[src/rtl/cv32e40p_pkg.sv]
// Shared definitions for the EX-stage string-operation unit.
package cv32e40p_pkg;

    localparam int unsigned STR_OP_WIDTH = 2;

    typedef enum logic [STR_OP_WIDTH-1:0] {
        STR_NONE = 2'd0,
        STR_LEN  = 2'd1,
        STR_NLEN = 2'd2
    } str_opcode_e;

    // Limit used by STRLEN, so the NUL test always decides first.
    localparam logic [31:0] STR_NLEN_MAX = 32'hFFFF_FFFF;

endpackage

[src/rtl/cv32e40p_str_byte_scan.sv]
// Scans one little-endian load word for a NUL byte or the length limit,
// starting at a byte lane offset, and returns the updated length count.
module cv32e40p_str_byte_scan (
    input  logic [31:0] rdata,
    input  logic [1:0]  offset,
    input  logic [31:0] count,
    input  logic [31:0] limit,
    output logic        found,
    output logic [31:0] count_new
);

    always_comb begin
        found     = 1'b0;
        count_new = count;
        for (int unsigned lane = 0; lane < 4; lane++) begin
            if (!found && (lane >= 32'(offset))) begin
                // The limit check wins over a NUL in the same byte position.
                if (count_new == limit) begin
                    found = 1'b1;
                end else if (rdata[8*lane +: 8] == 8'h00) begin
                    found = 1'b1;
                end else begin
                    count_new = count_new + 32'd1;
                end
            end
        end
    end

endmodule

[src/rtl/cv32e40p_str_ctrl.sv]
// String-op sequencer: issues one-outstanding word loads, counts bytes up to
// a NUL or limit, and stalls EX until the length result is ready.
module cv32e40p_str_ctrl #(
    parameter int STR_OP_WIDTH = cv32e40p_pkg::STR_OP_WIDTH
) (
    input  logic                    clk,
    input  logic                    rst_n,
    input  logic                    enable_i,
    input  logic [STR_OP_WIDTH-1:0] operator_i,
    input  logic [31:0]             operand_a_i,
    input  logic [31:0]             operand_b_i,
    input  logic                    flush_i,
    input  logic                    ex_ready_i,
    output logic                    data_req_o,
    input  logic                    data_gnt_i,
    output logic [31:0]             data_addr_o,
    input  logic                    data_rvalid_i,
    input  logic [31:0]             data_rdata_i,
    input  logic                    data_err_i,
    output logic [31:0]             result_o,
    output logic                    ready_o,
    output logic                    err_o
);

    import cv32e40p_pkg::*;

    typedef enum logic [2:0] {
        IDLE,
        REQ,
        WAIT,
        DONE,
        DRAIN
    } state_e;

    state_e      state;
    logic [1:0]  offset_q;
    logic [31:0] limit_q;
    logic [31:0] count_q;
    logic        flush_q;

    logic        is_len;
    logic        is_nlen;
    logic        scan_found;
    logic [31:0] scan_count;

    assign is_len  = (operator_i == STR_OP_WIDTH'(STR_LEN));
    assign is_nlen = (operator_i == STR_OP_WIDTH'(STR_NLEN));

    cv32e40p_str_byte_scan u_byte_scan (
        .rdata     (data_rdata_i),
        .offset    (offset_q),
        .count     (count_q),
        .limit     (limit_q),
        .found     (scan_found),
        .count_new (scan_count)
    );

    // data_addr_o doubles as the latched word address.
    always_ff @(posedge clk or negedge rst_n) begin
        if (!rst_n) begin
            state       <= IDLE;
            data_req_o  <= 1'b0;
            data_addr_o <= '0;
            result_o    <= '0;
            ready_o     <= 1'b1;
            err_o       <= 1'b0;
            offset_q    <= '0;
            limit_q     <= '0;
            count_q     <= '0;
            flush_q     <= 1'b0;
        end else begin
            err_o <= 1'b0;
            unique case (state)
                IDLE: begin
                    if (enable_i && !flush_i && (is_len || is_nlen)) begin
                        data_addr_o <= {operand_a_i[31:2], 2'b00};
                        offset_q    <= operand_a_i[1:0];
                        limit_q     <= is_nlen ? operand_b_i : STR_NLEN_MAX;
                        count_q     <= '0;
                        result_o    <= '0;
                        if (is_nlen && (operand_b_i == '0)) begin
                            state   <= DONE;
                            ready_o <= 1'b1;
                        end else begin
                            state      <= REQ;
                            data_req_o <= 1'b1;
                            ready_o    <= 1'b0;
                        end
                    end else if (enable_i) begin
                        result_o <= '0;
                    end
                end

                REQ: begin
                    // A flush cannot retract an issued request; remember it until grant.
                    if (data_gnt_i) begin
                        data_req_o <= 1'b0;
                        flush_q    <= 1'b0;
                        state      <= (flush_i || flush_q) ? DRAIN : WAIT;
                    end else if (flush_i) begin
                        flush_q <= 1'b1;
                    end
                end

                WAIT: begin
                    if (flush_i) begin
                        if (data_rvalid_i) begin
                            state   <= IDLE;
                            ready_o <= 1'b1;
                        end else begin
                            state <= DRAIN;
                        end
                    end else if (data_rvalid_i) begin
                        if (data_err_i) begin
                            err_o    <= 1'b1;
                            result_o <= '0;
                            state    <= DONE;
                            ready_o  <= 1'b1;
                        end else if (scan_found) begin
                            count_q  <= scan_count;
                            result_o <= scan_count;
                            state    <= DONE;
                            ready_o  <= 1'b1;
                        end else begin
                            count_q     <= scan_count;
                            data_addr_o <= data_addr_o + 32'd4;
                            offset_q    <= '0;
                            data_req_o  <= 1'b1;
                            state       <= REQ;
                        end
                    end
                end

                DONE: begin
                    if (flush_i || ex_ready_i) begin
                        result_o <= '0;
                        state    <= IDLE;
                    end
                end

                DRAIN: begin
                    if (data_rvalid_i) begin
                        state   <= IDLE;
                        ready_o <= 1'b1;
                    end
                end

                default: begin
                    state      <= IDLE;
                    data_req_o <= 1'b0;
                    ready_o    <= 1'b1;
                    flush_q    <= 1'b0;
                end
            endcase
        end
    end

endmodule

[config.mk]
export PLATFORM = sky130hd
export DESIGN_NAME = cv32e40p_str_ctrl
export DESIGN_NICKNAME = d
export VERILOG_FILES = /design/src/rtl/cv32e40p_pkg.sv /design/src/rtl/cv32e40p_str_byte_scan.sv /design/src/rtl/cv32e40p_str_ctrl.sv
export SDC_FILE = /design/constraint.sdc
export NUM_CORES = 1
export LEC_CHECK = 0
export CAP_MARGIN = 20
export CORE_MARGIN = 4
export CORE_UTILIZATION = 30
export DETAILED_ROUTE_END_ITERATION = 10
export MAX_ROUTING_LAYER = met4
export PLACE_DENSITY = 0.59
export SLEW_MARGIN = 20
export SYNTH_ARGS = -nofsm -noshare
export SYNTH_HDL_FRONTEND = slang
export SYNTH_HIERARCHICAL = 1
export SYNTH_SLANG_ARGS = --single-unit
[constraint.sdc]
create_clock -name clk -period 10.7 [get_ports clk]
set_input_delay 1.07 -clock clk [delete_from_list [all_inputs] [get_ports clk]]
set_output_delay 1.07 -clock clk [all_outputs]
set_load 0.01 [all_outputs]
Word level (Yosys, flattened, before mapping)
Cells that the tools add are included.

cells by class
  shifts and indexed selects = 0
  magnitude comparators = 3
  $add $sub $neg = 5
  multiplexer cells = 85
  reductions and logical operators = 30
  multipliers = 0
  divide/modulo/power cells = 0
  bitwise logic cells = 3
  equality and inequality tests = 24

operator list
  cell                     number
  $mux W32                 29
  $add A32 B1 Y32 const B  4
  $eq A32 B32 Y1           4
  $pmux W32 S2             2
  $pmux W32 S3             1
  $add A32 B3 Y32 const B  1
  $logic_not A32 Y1        1
  $logic_not A8 Y1         4
  $mux W1                  32
  $mux W3                  8
  $ne A2 B2 Y1 const B     9
  $mux W2                  8
  $pmux W3 S5              1
  $ne A3 B3 Y1 const B     4
  $reduce_and A6 Y1        2
  $reduce_and A5 Y1        2
  $pmux W1 S4              2
  $reduce_and A8 Y1        1
  $eq A3 B2 Y1 const B     2
  $logic_and A1 B1 Y1      5
  $ge A1 B2 Y1 const A     2
  $ne A4 B4 Y1 const B     1
  $pmux W2 S2              1
  $reduce_and A2 Y1        2
  other kinds (15)         22

storage, ports and cells
  bits in read-only memories = 0
  memory bits (writable) = 0
  memories = 0
  bits in registers = 137
  output and inout port bits = 67
  bits of input ports = 106
  logic and storage cells = 160
  latch bits = 0

Longest topological paths before layout
Gate-level depths: netlist of run 1.

  word-level depth = 21
  depth in mapped cells = 40
  depth with buffers taken out = 31

Hierarchy
The synthesis of run 1 kept the hierarchy.

modules (own cells, without submodules)
  module                  sequential area each (µm²)  area each (µm²)  instances  cells each
  cv32e40p_str_byte_scan  0.0                         8469.4           1          1273
  cv32e40p_str_ctrl       3379.5                      6367.4           1          680

Worst setup path before layout of run 1
OpenSTA, ideal clock, no wires.

  kind = in2reg
  start = in data_rdata_i[1]
  end = reg result_o[23]
  path buffers = 7
  slack = 2023 ps
  library setup time = 134 ps
  stages = 36
  data arrival time = 8543 ps
  required time = 10566 ps
  path through = nor4_1 > a21oi_1 > buf_2 > buf_6 > nand4_1 > a22oi_1 > nor3_1 > o211ai_1 > nor3_2 > nand3_2 > nand2_1 > clkbuf_1 > clkbuf_1 > clkbuf_1 > xnor2_1 > inv_1 > ha_1 > and2_1 > nand2_1 > a2111oi_4 > nand3_2 > or4_4 > or3_1 > o21ai_1 > o211ai_1 > or4_4 > nor4_4 > nor2_1 > inv_1 > or2_2 > a21oi_1 > a2111o_1 > clkbuf_1 > clkbuf_1 > nand2_1 > o21ai_0

between the ends
  elaborated cells between the ends (all ways) = 41
  classes of those cells = add/sub: 3; eq/ne: 4; mux: 28; reduce/logical: 6

RTL lines
  item                           line                          RTL
  start: declaration             cv32e40p_str_ctrl.sv:18       input logic [31:0] data_rdata_i,
  $logic_not A8 Y1 *             cv32e40p_str_byte_scan.sv:20  end else if (rdata[8*lane +: 8] == 8'h00) begin
  $mux W32                       cv32e40p_str_byte_scan.sv:20
  $mux W32                       cv32e40p_str_byte_scan.sv:18  if (count_new == limit) begin
  $mux W32                       cv32e40p_str_byte_scan.sv:16  if (!found && (lane >= 32'(offset))) begin
  $add A32 B1 Y32                cv32e40p_str_byte_scan.sv:23  count_new = count_new + 32'd1;
  $mux W32                       cv32e40p_str_byte_scan.sv:20
  $mux W32                       cv32e40p_str_byte_scan.sv:18
  $mux W32                       cv32e40p_str_byte_scan.sv:16
  (+2 left out)                  -
  $mux W32                       cv32e40p_str_byte_scan.sv:18
  $mux W32                       cv32e40p_str_byte_scan.sv:16
  $eq A32 B32 Y1                 cv32e40p_str_byte_scan.sv:18
  $mux W1                        cv32e40p_str_byte_scan.sv:18
  $mux W1 *                      cv32e40p_str_byte_scan.sv:16
  named net scan_found           cv32e40p_str_ctrl.sv:43       logic scan_found;
  $ne A3 B3 Y1 (no line) *       -
  $reduce_and A6 Y1 (no line) *  -
  end signal: assignment         cv32e40p_str_ctrl.sv:121      result_o <= scan_count;
  end: declaration               cv32e40p_str_ctrl.sv:20       output logic [31:0] result_o,

The timed path passes the listed nets; every way through them passes the cells marked *. The select of a mux whose other input is x is not followed.
A chain may end at the register's enable or synchronous reset.

Worst setup path after layout of run 1
  start = reg count_q[0]
  end = reg result_o[11]

between the ends
  elaborated cells between the ends (all ways) = 41
  classes of those cells = add/sub: 4; eq/ne: 5; mux: 27; reduce/logical: 5

RTL lines
  item                           line                          RTL
  start: declaration             cv32e40p_str_ctrl.sv:38       logic [31:0] count_q;
  start signal: assignment       cv32e40p_str_ctrl.sv:120      count_q <= scan_count;
  start signal: assignment       cv32e40p_str_ctrl.sv:125      count_q <= scan_count;
  $add A32 B1 Y32                cv32e40p_str_byte_scan.sv:23
  $mux W32                       cv32e40p_str_byte_scan.sv:20
  $mux W32                       cv32e40p_str_byte_scan.sv:18
  $mux W32                       cv32e40p_str_byte_scan.sv:16
  $add A32 B1 Y32                cv32e40p_str_byte_scan.sv:23
  $mux W32                       cv32e40p_str_byte_scan.sv:20
  $mux W32                       cv32e40p_str_byte_scan.sv:18
  $mux W32                       cv32e40p_str_byte_scan.sv:16
  (+2 left out)                  -
  $mux W32                       cv32e40p_str_byte_scan.sv:18
  $mux W32                       cv32e40p_str_byte_scan.sv:16
  $eq A32 B32 Y1                 cv32e40p_str_byte_scan.sv:18
  $mux W1                        cv32e40p_str_byte_scan.sv:18
  $mux W1 *                      cv32e40p_str_byte_scan.sv:16
  named net scan_found           cv32e40p_str_ctrl.sv:43
  $ne A3 B3 Y1 (no line) *       -
  $reduce_and A6 Y1 (no line) *  -

Marks and branches as above.

==> results_dict.tcl, run 1 <==
set metrics [dict create \
    final_core_util_pct 36.64 \
    r2r_cells 32 \
    wl_met3_mm 4.383 \
    cts_buffer_depth 2 \
    cp-start-kind "flop" \
    core_sq_mm 0.04895 \
    via_count 16180 \
    dp.final_hpwl_mm 52.67 \
    status "completed" \
    cts-root-buf "clkbuf_16" \
    cts.sinks 135 \
    ys_types 120 \
    yosys_most_used_dff "dfrtp_1" \
    slowest_delay_ns 0.69 \
    ir_drop_uv 109.5 \
    cts_tree "done" \
    initial_core_util_pct 30.31 \
    finalSetupViolCount 0 \
    wirelength_mm 66.19 \
    ys_seq_area_share_pct 22.78 \
    critical_path.max_fanout 64 \
    yosys_warnings 6 \
    worst-path-stages 32 \
    reg2reg_from "count_q[0]" \
    hold_class "flop to flop" \
    rr_endpoint "result_o[11]" \
    grtUsageTotal_pct 25.00 \
    syn_inst 1953 \
    end_kind "flop" \
    die_w_microns 230.4 \
    grt_start_max_net_pins 71 \
    num_io_pins 173 \
    cp_slowest_cell "nor4bb_1" \
    synth_edf_count 0 \
    synth-async-reset-ratio_pct 100.0 \
    pre_cts_ws_ns 0.4707 \
    dr_wl_met2_mm 31.58 \
    timing.final.ws_setup_ns 0.7862 \
    drive_gt1_share_pct 10.51 \
    critical_path_required_ns 11.02 \
    avgSynthCellArea_sq_um 7.597 \
    num_antenna_cells 0 \
    slew_headroom_pct 30.24 \
    finalHoldViolations 0 \
    wire_per_inst_microns 23.92 \
    worstSetupPathType "flop to flop" \
    vias_per_cell 5.846 \
    skew_ns 0.01734 \
    met1Wirelength_mm 27.35 \
    cts_htree_levels 4 \
    worstMarginPinSlew_ns 1.046 \
    drc 0 \
    maxUsedRoutingLayer "met4" \
    synth_area_sq_mm 0.01484 \
    fin_nets 2202 \
    fin_crit_ns 9.914 \
    path_delay_family "simple AND/OR/NAND/NOR gates" \
    cp.arrival_ns 10.23 \
    instances_no_fill 2767 \
    worst_hold_slack_ns 0.4812 \
    critPathBufInv 4 \
    clk_pin_slew_ns 0.07 \
    maxCapViolCount 0 \
    postCtsSetupBuffers 0 \
    reg2reg_slack_ns 0.79 \
    drt_iter0_drc 1466 \
    die_h_microns 230.4 \
    power_leakage_nw 6.251 \
    ant_nets 0 \
    crit_top_cell "nand2_1" \
    die-area_sq_mm 0.05308 \
    grt_pass1_vias 16040 \
    portBuffers 170 \
    syn_to_final_growth_pct 20.88 \
    final_max_slew_viol_count 0 \
    p_per_area_mw_per_mm2 209.7 \
    endpoint "result_o[11]" \
    grt.overflow.total 0 \
    numCtsBuffers 17 \
    min_period_over_period_pct 92.65 \
    drtPass1Iterations 6 \
    rows 81 \
    clk_latency_ns 0.46 \
    placed_cells 2734 \
    setup-tns-final_ns 0 \
    max_freq_mhz 100.9 \
    cp-startpoint "count_q[0]" \
    gp_congestion 1.027 \
    antenna_found_initial 0 \
    rsz0062_at_grt "no" \
    grt_pass1_wl_mm 100.1 \
    synth_seq_cells 135 \
]
==> routing by layer <==
metal / GRT usage (%) / up-vias
met1: 30.49 / 7845
met3: 4.307 / 143
met5: - / -
met2: 41.13 / 719
met4: 10.17 / 0
li1: - / 7470
==> cells in the mapped netlist, types with 9 or more instances <==
cell type,n,area [sq um]
nand2_1,223,837.1
nor4_1,40,250.2
a22o_1,37,324.1
nor4b_1,9,78.83
inv_1,54,202.7
or3_1,35,219.0
clkbuf_1,47,176.4
and2_1,11,68.82
a311oi_1,9,78.83
nand4b_1,10,87.58
a21oi_1,89,445.4
nand2b_1,24,150.1
o21ai_0,91,455.4
buf_2,49,245.2
xor2_1,66,578.1
and4_1,11,96.34
dfrtp_1,134,3353
nand3b_1,13,97.59
nor3_2,12,120.1
o22ai_1,23,143.9
or2_2,12,75.07
or4_1,14,105.1
and3_1,32,200.2
nor3_1,77,385.4
buf_6,9,101.4
nor3b_1,11,82.58
a31oi_1,54,337.8
a21o_1,11,82.58
xnor2_1,157,1375
o211ai_1,17,127.6
a211oi_1,13,97.59
nor2_1,184,690.7
nand3_1,70,350.3
o21a_1,11,82.58
buf_4,9,67.56
nor2b_1,10,62.56
o31ai_1,14,105.1
nand4_1,57,356.6
==> power breakdown <==
part | total, mW | switching (mW) | internal [mW]
registers | 0.888 | 0.245 | 0.643
clock network | 0.651 | 0.254 | 0.397
logic | 2.22 | 1.38 | 0.840
==> worst min-delay path by stage <==
stage,from,end,slack [ns],cells past startpoint
after floorplan,count_q[11],count_q[11],0.46,1
after CTS,result_o[29],result_o[29],0.49,2
after global routing,result_o[17],result_o[17],0.51,2
after detailed placement,result_o[29],result_o[29],0.47,2
final,result_o[29],result_o[29],0.48,2
after global placement,result_o[11],result_o[11],0.47,2
==> cell families (layout without fill, tap and decap cells) <==
group / count (synthesis) / in the layout / share of synthesized area, %
adders and majority gates: 6 / 6 / 0.5060
buffers and inverters: 178 / 327 / 5.844
other: 1 / 2 / 0.02528
DFF: 135 / 135 / 22.78
AOI/OAI and AO/OA: 480 / 480 / 22.68
muxes: 13 / 13 / 0.9361
and+or+nand+nor: 911 / 911 / 33.31
xor gates and xnor gates: 229 / 229 / 13.92
==> per-stage QoR <==
step / power [mW] / area, sq um
3_3_place_gp: 3.053 / 17260
2_1_floorplan: 2.212 / 14840
3_5_place_dp: 3.056 / 17260
6_report: 3.762 / 17930
5_1_grt: 3.992 / 17930
4_1_cts: 3.729 / 17900
==> registers in the layout (all words and copies together) (netlist names) <==
name / count
count_q: 32
limit_q: 32
result_o: 32
data_addr_o: 30
state: 3
offset_q: 2
data_req_o: 1
err_o: 1
flush_q: 1
ready_o: 1
==> cells in the final DEF (no fill, tap or decap), types with 22 or more instances in the layout <==
cell type,netlist,layout
nor3_1,77,77
a31oi_1,54,54
xor2_1,66,66
or3_1,35,35
nand2b_1,24,24
xnor2_1,157,157
inv_1,54,54
a22o_1,37,37
nand3_1,70,70
clkdlybuf4s50_1,0,169
dfrtp_1,134,134
buf_4,9,70
nor4_1,40,40
and3_1,32,32
nand2_1,223,223
o22ai_1,23,22
a21oi_1,89,88
nor2_1,184,181
nand4_1,57,57
o21ai_0,91,91
==> worst min-delay path, delay by kind of cell, from the launching register on <==
kind	cells	cell delay, ns
flops	1	0.34
compound gates	1	0.06
simple gates	1	0.05
==> timing repair <==
action | in CTS | in global routing
endpoints found under the setup margin | 0 | 3
gates resized for setup | 0 | 1
hold buffers | 0 | 0
==> area by class of cell <==
class / count / area (sq um)
Clock buffer: 18 / 429.2
Clock inverter: 14 / 214.0
Fill cell: 5135 / 31020
Inverter: 54 / 202.7
Multi-Input combinational cell: 1641 / 10630
Sequential cell: 135 / 3379
Tap cell: 664 / 830.8
Timing Repair Buffer: 241 / 2248
Note: power is estimated with default switching activity, not from simulation.
==> run 2: changes to the inputs <==
--- a/config.mk
+++ b/config.mk
@@ -10,7 +10,7 @@
 export CORE_UTILIZATION = 30
 export DETAILED_ROUTE_END_ITERATION = 10
 export MAX_ROUTING_LAYER = met4
-export PLACE_DENSITY = 0.59
+export PLACE_DENSITY = 0.61
 export SLEW_MARGIN = 20
 export SYNTH_ARGS = -nofsm -noshare
 export SYNTH_HDL_FRONTEND = slang
==> constraint.sdc (replaced) <==
create_clock -name clk -period 8.5 [get_ports clk]
set_input_delay 0.85 -clock clk [delete_from_list [all_inputs] [get_ports clk]]
set_output_delay 0.85 -clock clk [all_outputs]
set_load 0.01 [all_outputs]
==> results_dict.tcl, run 2 (synthesis gave the netlist of run 1 again) <==
set metrics [dict create \
    cts_htree_levels 4 \
    final_common_cell "nand2_1" \
    vias_per_cell 5.813 \
    die_w_microns 230.4 \
    rsz0062_at_grt "no" \
    drtPass1Iterations 7 \
    placed_cells 2874 \
    slew_headroom_pct 29.48 \
    antenna_found_initial 0 \
    cts_buffer_depth 2 \
    cts_tree "done" \
    clockPowerShare_pct 15.1 \
    reg_top3 "count_q (32), limit_q (32), result_o (32)" \
    instances_no_fill 2907 \
    drc 0 \
    setup-tns-final_ns 0 \
    portBuffers 170 \
    ir_drop_uv 200.2 \
    cts-root-buf "clkbuf_16" \
    gp_congestion 1.036 \
    clk_latency_ns 0.46 \
    finalSetupViolCount 0 \
    final_max_slew_viol_count 0 \
    hold_class "input pin to async pin" \
    ant_nets 0 \
    cp_slowest_cell "or4_1" \
    drt_iter0_drc 1624 \
    worstMarginPinSlew_ns 1.058 \
    end_kind "flop" \
    comb_power_share_pct 63.5 \
    fin_crit_ns 8.211 \
    placed_cell_area_sq_mm 0.01838 \
    critical_path_required_ns 8.84 \
    syn_to_final_growth_pct 28.20 \
    sw_frac_of_total_pct 50.06 \
    num_antenna_cells 0 \
    num_io_pins 173 \
    critical_path.max_fanout 15 \
    min_period_over_period_pct 96.60 \
    finalPower_mw 4.993 \
    grt_start_max_net_pins 72 \
    rows 81 \
    core_sq_mm 0.04895 \
    cp-start-kind "flop" \
    finalHoldViolations 0 \
    grt_pass1_wl_mm 103.6 \
    seqCellArea_sq_mm 0.003379 \
    fin_area_sq_mm 0.01902 \
    grt.overflow.total 0 \
    wire_per_inst_microns 23.92 \
    grtUsageTotal_pct 26.14 \
    slowest_delay_ns 0.61 \
    die_h_microns 230.4 \
    skew_ns 0.01514 \
    maxCapViolCount 0 \
    die-area_sq_mm 0.05308 \
    cts.sinks 135 \
    multi_input_area_sq_mm 0.01066 \
    fillers 5086 \
    crit_top_cell "buf_4" \
    max_freq_mhz 121.8 \
    dp.final_hpwl_mm 56.08 \
    wirelength_mm 69.55 \
    seqPwrFrac_pct 21.3 \
    power_leakage_nw 6.958 \
    initial_core_util_pct 30.31 \
    p_sw_mw 2.499 \
    worstSetupPathType "flop to flop" \
    cp.arrival_ns 8.55 \
    via_count 16900 \
    numCtsBuffers 17 \
    fin_nets 2342 \
    p_int_mw 2.494 \
    drive_gt1_share_pct 16.18 \
    layout_common_cells "nand2_1, buf_4, nor2_1" \
    p_per_area_mw_per_mm2 262.5 \
    status "completed" \
    clk_pin_slew_ns 0.06 \
    grt_pass1_vias 16600 \
]
-- run 2: stage by stage --
stage / setup WS [ns] / hold slack (ns) / util (%)
3_5_place_dp: 0.07355 / 0.4782 / 37.55
5_1_grt: 0.04948 / 0.4677 / 38.86
3_3_place_gp: 0.08297 / 0.4688 / 37.55
6_report: 0.2888 / 0.4157 / 38.86
4_1_cts: 0.2968 / 0.4310 / 38.74
2_1_floorplan: 0.04299 / 0.4605 / -
-- run 2: worst max-delay path: cells and delay by family, from the launching register on --
family | cells | cell delay, ns
DFF | 1 | 0.48
xor gates and xnor gates | 2 | 0.45
buffers and inverters | 7 | 1.22
adders and majority gates | 1 | 0.22
and+or+nand+nor | 17 | 4.35
muxes | 1 | 0.38
AOI/OAI and AO/OA | 4 | 1.00
-- run 2: final timing paths --
path | start | end | slack [ns] | depth (start not counted)
setup / recovery | count_q[30] | data_addr_o[13] | 0.29 | 32
hold / removal | rst_n | data_addr_o[9] | 0.42 | 1
setup reg to reg | count_q[30] | data_addr_o[13] | 0.29 | 32
hold reg to reg | result_o[25] | result_o[25] | 0.48 | 2
max in group asynchronous | rst_n | limit_q[3] | 6.69 | 2
min in group clk | result_o[25] | result_o[25] | 0.48 | 2
-- run 2: repair_timing --
action,CTS,global route
setup endpoints to repair,0,40
hold buffers,0,0
resized for setup,0,5
buffers inserted,0,0
-- run 2: cell type report --
type                            instances  share of cell area, %
Inverter                               54                  1.066
Clock buffer                           20                  2.401
Timing Repair Buffer                  381                  17.71
Clock inverter                         12                 0.6578
Multi-Input combinational cell       1641                  56.03
Tap cell                              664                  4.368
Sequential cell                       135                  17.77
-- run 2: power by group through the flow --
stage | Clock (mW) | Sequential (mW) | Combinational (mW)
floorplan | 0 | 1.01 | 1.78
global placement | 0 | 1.07 | 3.07
detailed placement | 0 | 1.07 | 3.08
CTS | 0.781 | 1.06 | 3.10
global route | 0.805 | 1.09 | 3.36
finish | 0.756 | 1.07 | 3.17
-- run 2: layer usage --
metal	vias up	share of wire (%)	global-route usage (%)
met4	0	6.0	13.95
met2	797	46	41.74
met3	138	6.4	3.887
li1	7746	-	-
met5	-	0	-
met1	8218	41	31.96
